===== config.mk =====
export PLATFORM = sky130hd
export DESIGN_NAME = spi_mem_cmd_ctrl
export DESIGN_NICKNAME = d
export VERILOG_FILES = /design/src/rtl/spi_mem_cmd_ctrl.sv
export SDC_FILE = /design/constraint.sdc
export NUM_CORES = 1
export LEC_CHECK = 0
export CAP_MARGIN = 20
export CELL_PAD_IN_SITES_DETAIL_PLACEMENT = 1
export CELL_PAD_IN_SITES_GLOBAL_PLACEMENT = 2
export CORE_UTILIZATION = 25
export CTS_BUF_LIST = sky130_fd_sc_hd__clkbuf_4 sky130_fd_sc_hd__clkbuf_8
export CTS_CLUSTER_SIZE = 20
export DETAILED_ROUTE_END_ITERATION = 8
export GPL_ROUTABILITY_DRIVEN = 0
export HOLD_SLACK_MARGIN = 0.02
export PLACE_DENSITY_LB_ADDON = 0.1
export SETUP_SLACK_MARGIN = 0.5
export SYNTH_ARGS = -nofsm -noshare
export SYNTH_HDL_FRONTEND = slang
export SYNTH_SLANG_ARGS = --single-unit

===== constraint.sdc =====
create_clock -name FPGA_clk -period 1.9 [get_ports FPGA_clk]
set_clock_uncertainty 0.1 [all_clocks]
set_input_delay 0.38 -clock FPGA_clk [delete_from_list [all_inputs] [get_ports FPGA_clk]]
set_output_delay 0.38 -clock FPGA_clk [all_outputs]
set_load 0.02 [all_outputs]

===== src/rtl/spi_mem_cmd_ctrl.sv =====
// spi_mem_cmd_ctrl: turns framed SPI byte streams (opcode, address, data) into
// req/ack memory transactions, supplies the MISO byte and keeps sticky error bits.
// Optional feature: define SPI_CMD_TIMEOUT_EN to abort requests that are not
// acknowledged within TIMEOUT cycles.
module spi_mem_cmd_ctrl #(
  parameter int unsigned ADDR_W  = 8,
  parameter int unsigned TIMEOUT = 255
) (
  input  logic              FPGA_clk,
  input  logic              FPGA_rst,
  input  logic              frame_start,
  input  logic              frame_end,
  input  logic              rx_valid,
  input  logic [7:0]        rx_byte,
  output logic [7:0]        tx_byte,
  output logic              mem_req,
  output logic              mem_we,
  output logic [ADDR_W-1:0] mem_addr,
  output logic [7:0]        mem_wdata,
  input  logic [7:0]        mem_rdata,
  input  logic              mem_ack,
  output logic              busy,
  output logic              err
);

  localparam logic [7:0] OpWrite  = 8'h02;
  localparam logic [7:0] OpRead   = 8'h03;
  localparam logic [7:0] OpStatus = 8'h05;
  localparam logic [7:0] TmoLast  = 8'(TIMEOUT - 1);

  typedef enum logic [3:0] {
    StIdle,
    StOpcode,
    StAddr,
    StWrData,
    StWrWait,
    StRdWait,
    StRdStream,
    StStatus,
    StDiscard
  } state_e;

  state_e            state_q, state_d;
  logic [7:0]        tx_byte_q, tx_byte_d;
  logic              mem_req_q, mem_req_d;
  logic              mem_we_q, mem_we_d;
  logic [ADDR_W-1:0] mem_addr_q, mem_addr_d;
  logic [7:0]        mem_wdata_q, mem_wdata_d;
  logic              op_wr_q, op_wr_d;
  logic              unknown_op_q, unknown_op_d;
  logic              overrun_q, overrun_d;
  // Frame boundaries seen while a request was in flight; honoured once it ends
  logic              pend_end_q, pend_end_d;
  logic              pend_start_q, pend_start_d;
  logic              req_done;
  logic              timeout_err;
  logic [ADDR_W-1:0] addr_from_byte;
  logic [7:0]        status_vec;

  // Start address: zero-extend for wide memories, truncate for narrow ones
  if (ADDR_W > 8) begin : g_addr_wide
    assign addr_from_byte = {{(ADDR_W - 8){1'b0}}, rx_byte};
  end else begin : g_addr_narrow
    assign addr_from_byte = rx_byte[ADDR_W-1:0];
  end

`ifdef SPI_CMD_TIMEOUT_EN
  logic       timeout_err_q, timeout_err_d;
  logic [7:0] tmo_cnt_q;

  // Count cycles of the current request; restart whenever no request is held
  always_ff @(posedge FPGA_clk) begin
    if (FPGA_rst || !mem_req_q || !mem_req_d) begin
      tmo_cnt_q <= '0;
    end else begin
      tmo_cnt_q <= tmo_cnt_q + 8'd1;
    end
  end

  assign timeout_err = timeout_err_q;
`else
  logic unused_timeout;
  assign unused_timeout = ^TmoLast;
  assign timeout_err    = 1'b0;
`endif

  // Busy bit in the status byte reflects a memory transaction in flight
  assign status_vec = {4'b0000, timeout_err, overrun_q, unknown_op_q, mem_req_q};

  // Next-state, transaction and status logic
  always_comb begin
    state_d      = state_q;
    tx_byte_d    = tx_byte_q;
    mem_req_d    = mem_req_q;
    mem_we_d     = mem_we_q;
    mem_addr_d   = mem_addr_q;
    mem_wdata_d  = mem_wdata_q;
    op_wr_d      = op_wr_q;
    unknown_op_d = unknown_op_q;
    overrun_d    = overrun_q;
    pend_end_d   = pend_end_q;
    pend_start_d = pend_start_q;
    req_done     = 1'b0;
`ifdef SPI_CMD_TIMEOUT_EN
    timeout_err_d = timeout_err_q;
`endif

    if (mem_req_q) begin
      // Only WR_WAIT/RD_WAIT hold a request; the handshake always finishes first
      if (frame_end) begin
        pend_end_d   = 1'b1;
        pend_start_d = 1'b0;
      end else if (frame_start) begin
        pend_start_d = 1'b1;
        pend_end_d   = 1'b0;
      end
      if (rx_valid) begin
        overrun_d = 1'b1;
      end
      if (mem_ack) begin
        mem_req_d  = 1'b0;
        mem_addr_d = mem_addr_q + ADDR_W'(1);
        req_done   = 1'b1;
        if (mem_we_q) begin
          state_d = StWrData;
        end else begin
          tx_byte_d = mem_rdata;
          state_d   = StRdStream;
        end
      end
`ifdef SPI_CMD_TIMEOUT_EN
      else if (tmo_cnt_q == TmoLast) begin
        mem_req_d     = 1'b0;
        timeout_err_d = 1'b1;
        req_done      = 1'b1;
        state_d       = StDiscard;
      end
`endif
      if (req_done) begin
        if (pend_end_d) begin
          state_d = StIdle;
        end else if (pend_start_d) begin
          state_d = StOpcode;
        end
        pend_end_d   = 1'b0;
        pend_start_d = 1'b0;
      end
    end else if (frame_end) begin
      // Reading status consumes it: sticky bits clear as the STATUS frame closes
      if (state_q == StStatus) begin
        unknown_op_d = 1'b0;
        overrun_d    = 1'b0;
`ifdef SPI_CMD_TIMEOUT_EN
        timeout_err_d = 1'b0;
`endif
      end
      state_d = StIdle;
    end else if (frame_start) begin
      state_d = StOpcode;
    end else if (rx_valid) begin
      case (state_q)
        StOpcode: begin
          case (rx_byte)
            OpWrite: begin
              op_wr_d = 1'b1;
              state_d = StAddr;
            end
            OpRead: begin
              op_wr_d = 1'b0;
              state_d = StAddr;
            end
            OpStatus: begin
              tx_byte_d = status_vec;
              state_d   = StStatus;
            end
            default: begin
              unknown_op_d = 1'b1;
              state_d      = StDiscard;
            end
          endcase
        end
        StAddr: begin
          mem_addr_d = addr_from_byte;
          if (op_wr_q) begin
            state_d = StWrData;
          end else begin
            mem_we_d  = 1'b0;
            mem_req_d = 1'b1;
            state_d   = StRdWait;
          end
        end
        StWrData: begin
          mem_wdata_d = rx_byte;
          mem_we_d    = 1'b1;
          mem_req_d   = 1'b1;
          state_d     = StWrWait;
        end
        StRdStream: begin
          // Dummy byte: prefetch the next location for the following slot
          mem_we_d  = 1'b0;
          mem_req_d = 1'b1;
          state_d   = StRdWait;
        end
        default: ;
      endcase
    end

    if (state_d == StIdle || state_d == StOpcode) begin
      tx_byte_d = '0;
    end
  end

  // State and datapath registers
  always_ff @(posedge FPGA_clk) begin
    if (FPGA_rst) begin
      state_q      <= StIdle;
      tx_byte_q    <= '0;
      mem_req_q    <= 1'b0;
      mem_we_q     <= 1'b0;
      mem_addr_q   <= '0;
      mem_wdata_q  <= '0;
      op_wr_q      <= 1'b0;
      unknown_op_q <= 1'b0;
      overrun_q    <= 1'b0;
      pend_end_q   <= 1'b0;
      pend_start_q <= 1'b0;
    end else begin
      state_q      <= state_d;
      tx_byte_q    <= tx_byte_d;
      mem_req_q    <= mem_req_d;
      mem_we_q     <= mem_we_d;
      mem_addr_q   <= mem_addr_d;
      mem_wdata_q  <= mem_wdata_d;
      op_wr_q      <= op_wr_d;
      unknown_op_q <= unknown_op_d;
      overrun_q    <= overrun_d;
      pend_end_q   <= pend_end_d;
      pend_start_q <= pend_start_d;
    end
  end

`ifdef SPI_CMD_TIMEOUT_EN
  // Sticky timeout flag
  always_ff @(posedge FPGA_clk) begin
    if (FPGA_rst) begin
      timeout_err_q <= 1'b0;
    end else begin
      timeout_err_q <= timeout_err_d;
    end
  end
`endif

  assign tx_byte   = tx_byte_q;
  assign mem_req   = mem_req_q;
  assign mem_we    = mem_we_q;
  assign mem_addr  = mem_addr_q;
  assign mem_wdata = mem_wdata_q;
  assign busy      = (state_q != StIdle);
  assign err       = unknown_op_q | overrun_q | timeout_err;

endmodule


; ---- Word level (Yosys, flattened, before mapping)
; Index checks and enable logic that the tools add are counted.
[op_classes]
addsub = 1
eq_ne = 18
muxes = 55
n_bitwise = 4
reduce_logical = 24
[ops]
columns = op, n
row1 = $mux W8, 14
row2 = $mux W4, 8
row3 = $mux W1, 26
row4 = $reduce_and A6 Y1, 3
row5 = $reduce_bool A2 Y1, 9
row6 = $eq A8 B2 Y1 const B, 2
row7 = $pmux W4 S4, 1
row8 = $ne A2 B1 Y1 const B, 5
row9 = $reduce_and A5 Y1, 2
row10 = $add A8 B1 Y8 const B, 1
row11 = $eq A4 B1 Y1 const B, 2
row12 = $eq A4 B2 Y1 const B, 2
row13 = $eq A4 B3 Y1 const B, 2
row14 = $eq A8 B3 Y1 const B, 1
row15 = $ne A2 B2 Y1 const B, 4
row16 = $pmux W4 S2, 1
row17 = $reduce_and A7 Y1, 1
row18 = $mux W3, 2
row19 = $reduce_or A2 Y1, 3
row20 = $logic_not A4 Y1, 1
row21 = $pmux W1 S2, 2
row22 = $reduce_bool A4 Y1, 1
row23 = $not A1 Y1, 3
row24 = $pmux W1 S3, 1
row25 = 5 further kinds, 5
[word_totals]
regBits = 35
inputBits = 22
out_inout_bits = 28
wordCells = 113

; ---- Depth between registers and ports, before layout
[logic_depth]
depth_word = 11
depth_mapped = 9

; ---- Worst setup path before layout
; OpenSTA, ideal clock, no wires.
[synth_timing]
path_kind = input port to flip-flop
startpoint = in rx_byte[3]
endpoint = reg tx_byte_q[1] (netlist: tx_byte[1])
arrival_time_ns = 1.857
required_time_ns = 1.712
slack_ns = -0.145
cell_stages = 6
path_buffers = 0
cell_sequence = or4_4 a2111oi_2 a211oi_1 o22ai_2 nor4_4 nor4_2
[synth_via]
elab_chain_len = 11
[synth_lines]
columns = element, line
row1 = from (decl), 14  ; input logic [7:0] rx_byte,
row2 = $eq A8 B2 Y1, 163  ; case (rx_byte)
row3 = $reduce_or A2 Y1 (no line), -
row4 = $pmux W4 S2, 163
row5 = $pmux W4 S4, 161  ; case (state_q)
row6 = $mux W4, 160  ; end else if (rx_valid) begin
row7 = $mux W4, 158  ; end else if (frame_start) begin
row8 = $mux W4, 148  ; end else if (frame_end) begin
row9 = $mux W4, 108  ; if (mem_req_q) begin
row10 = $eq A4 B1 Y1 / $logic_not A4 Y1 (equally long branches), 208  ; if (state_d == StIdle || state_d == StOpcode) begin
row11 = $logic_or A1 B1 Y1, 208
row12 = $reduce_or A2 Y1 (no line), -
row13 = to (signal assigned), 229  ; tx_byte_q <= tx_byte_d;
row14 = to (decl), 44  ; logic [7:0] tx_byte_q, tx_byte_d;
; Parallel ways exist; a longest one is shown, timed or not.
; A chain may end at the register's enable or synchronous reset.

; ---- Worst setup path in the final report
[layout_timing]
startpoint = in rx_byte[3]
endpoint = reg tx_byte_q[2] (netlist: tx_byte[2])
; Same word-level chain as after synthesis.

==> results.md <==
- Status: complete, but fails checks
- Violated checks: setup timing
- Crit. End Element: flip-flop
- Root Driver: clkbuf_8
- Endpoints failing setup: 9
- Crit-path max cell delay: 0.57 ns
- Fin worst setup slack: -0.1347 ns
- Slowest cell on the critical path: or4_4
- Final slew viol count: 0
- Nets@finish: 362
- CTS H-tree lvls: 2
- Gate Count Post-Synth: 221
- Fin. Hold Viols: 0
- Routed WL: 7264 um
- Placed cells: 394
- Max Cap Viol: 0
- Ys async rst share: 0%
- Share of the synthesized area in the top cell type: 39.11%
- Top cells by count, synth: 35 x dfxtp_1, 35 x nor2_1, 20 x a21oi_1
- Row cnt: 30
- Core area: 6869 sq um
- CP bufs+invs: 4
- Leakage: 0.001480 uW
- All-Layer GR Usage: 18.67%
- Largest net degree at the start of global routing: 36
- CP delay by family, top: simple AND/OR/NAND/NOR gates
- Diodes inserted: 0
- Detail Placement HPWL: 4420 um
- Yosys reg bits: 35
- Crit path time final: 2.035 ns
- Post-Place Worst Slack: -0.7056 ns
- Mapped Avg Cell Area: 8.107 sq um
- Area leader, netlist: dfxtp_1
- Initial Utilization: 26.08%
- Layout cells sized above 1: 56.18%
- Number of flops mapped to enable cells by yosys: 0
- Syn nets: 244
- Die height: 86.66 um
- WL/cell: 16.66 um
- Syn Std Cell Area: 1792 sq um
- WHS: 0.3352 ns
- # IOs: 50
- DRT antenna net count: 0
- 1st-pass router iterations: 4
- Global-route wire length before repair: 10650 um
- CP Launch Type: primary input
- CP Cell Sequence: buf_6 -> or4_4 -> buf_12 -> nor4_4 -> nand2_1 -> buf_6 -> buf_4 -> o22ai_1 -> nor4_4
- CTS Hold Buffers Added: 0
- F_max: 491.5 MHz
- Sequential-to-total area share from yosys stat: 39.11%
- YS warnings: 0
- Fin util: 50.73%
- CP Data Arrival Time: 2.10 ns
- Post-synth top flop: dfxtp_1
- Die W: 86.66 um
- Average vias per placed instance: 4.729
- Crit path required time: 1.97 ns
- Cts bufs inserted: 5
- Count of non-filler cells in the finished layout: 436
- RSZ-0062 raised after global routing: yes
- Clk slew on worst S/H paths: 0.07 ns
- Fin crit share: 107.1%
- Headroom to the max-slew limit: 76.88%
- Actual slew at the worst max-slew pin: 0.3458 ns
- Number of port buffers: 49
- Worst-skew pair later-pin latency: 0.29 ns
- Initial antenna violation count: 0
- CP Class: in2reg
- GR Overflow Total: 0
- Routed vias: 2062
- Clock sink count: 35
- CTS tree: built
- VDD IR max: 0.0001704 V
- Number of global-route vias before repair: 2108
- Worst hold path type: in2reg
- Iteration-0 DRC Markers: 59
- Synth top area cells: dfxtp_1 39%, nor2_1 7.3%, mux2i_1 6.7%, a21oi_1 5.6%, and3_1 3.1%
- Crit-path max FO: 5
- Unique masters post-synth: 42
- Deepest clock path buffer count: 2
- Area grow syn2layout: 94.48%
- Die ar.: 7509 sq um
- Pwr/cell area: 437.4 nW/um^2
- Drt drc: 0
worst register-to-register path, delay by kind of cell, from the launching register on:
family                 cells  cell delay (ns)
AND/OR/NAND/NOR            5             0.96
flip-flops                 1             0.35
AO/OA/AOI/OAI              1             0.19
buffers and inverters      1             0.19
layout by cell type, fill, tap and decap left out, types with 3 or more instances in the layout:
master,count
buf_4,43
nor2_1,30
buf_6,28
dfxtp_1,21
buf_2,20
mux2i_1,12
a21oi_1,10
a21oi_2,10
clkdlybuf4s50_1,10
nand2_1,9
dfxtp_2,9
inv_1,7
nor3_1,7
nor4_4,6
clkbuf_8,6
clkdlybuf4s15_2,6
buf_12,6
o21ai_1,5
and3_1,5
dfxtp_4,5
nor2_4,4
and3_4,4
nor2b_1,4
nand2_2,3
o21ai_0,3
o21a_1,3
o22ai_1,3
a21o_1,3
clkbuf_2,3
final cells by class:
class	count	area [sq um]
fill	803	3385
clock buffer	7	90.09
tap	96	120.1
multi-input combinational	166	1385
clock inverter	1	5.005
inverter	8	32.53
sequential	35	730.7
timing repair buffer	123	1121
path summary, 6_finish.rpt:
check | start | end | slack, ns | depth (start not counted)
hold reg to reg | mem_wdata[7] | mem_wdata[7] | 0.40 | 2
setup reg to reg | state_q[0] | tx_byte[5] | -0.01 | 7
hold / removal | rx_byte[7] | mem_wdata[7] | 0.34 | 4
setup / recovery | rx_byte[3] | tx_byte[2] | -0.13 | 9
routing by layer:
metal	up-vias	wire length, um	GRT usage, %
met2	34	3631	32.76
met5	-	0	0
met1	996	3325	23.77
met4	0	160	5.000
met3	13	146	2.857
li1	1019	-	-
what timing repair did:
| action | CTS | global route |
|---|---|---|
| resized for setup | 188 | 52 |
| hold endpoints to repair | 0 | 0 |
| pin swaps | 29 | 29 |
| endpoints found under the setup margin | 61 | 44 |
| buffers inserted | 21 | 13 |
kinds of logic (layout without fill, tap and decap cells):
logic type | after synthesis | after routing | synth area share, %
buf+inv | 20 | 139 | 4.330
flops | 35 | 35 | 39.11
simple gates | 101 | 101 | 30.73
fa+ha+maj | 1 | 1 | 0.6982
mux | 12 | 12 | 6.704
compound gates | 52 | 52 | 18.44
where the power goes:
group | total [uW] | switching [uW] | internal [uW]
Sequential | 731 | 3.07 | 728
Clock | 596 | 288 | 307
Combinational | 197 | 96.2 | 101
state kept, by name (all words and copies together), names as in the netlist:
signal        flops
state_q           4
overrun_q         1
mem_we            1
mem_addr          8
op_wr_q           1
unknown_op_q      1
mem_req           1
mem_wdata         8
pend_end_q        1
pend_start_q      1
tx_byte           8
through the flow:
step	area, sq um	power, uW	setup TNS, ns
after floorplan	1958	801.0	-0.4531
after global placement	2799	915.1	-11.67
after detailed placement	2799	914.4	-11.39
after CTS	3267	1535	-1.126
after global routing	3485	1584	-1.669
final	3485	1524	-1.138
Power figures use the tool's default switching activity.
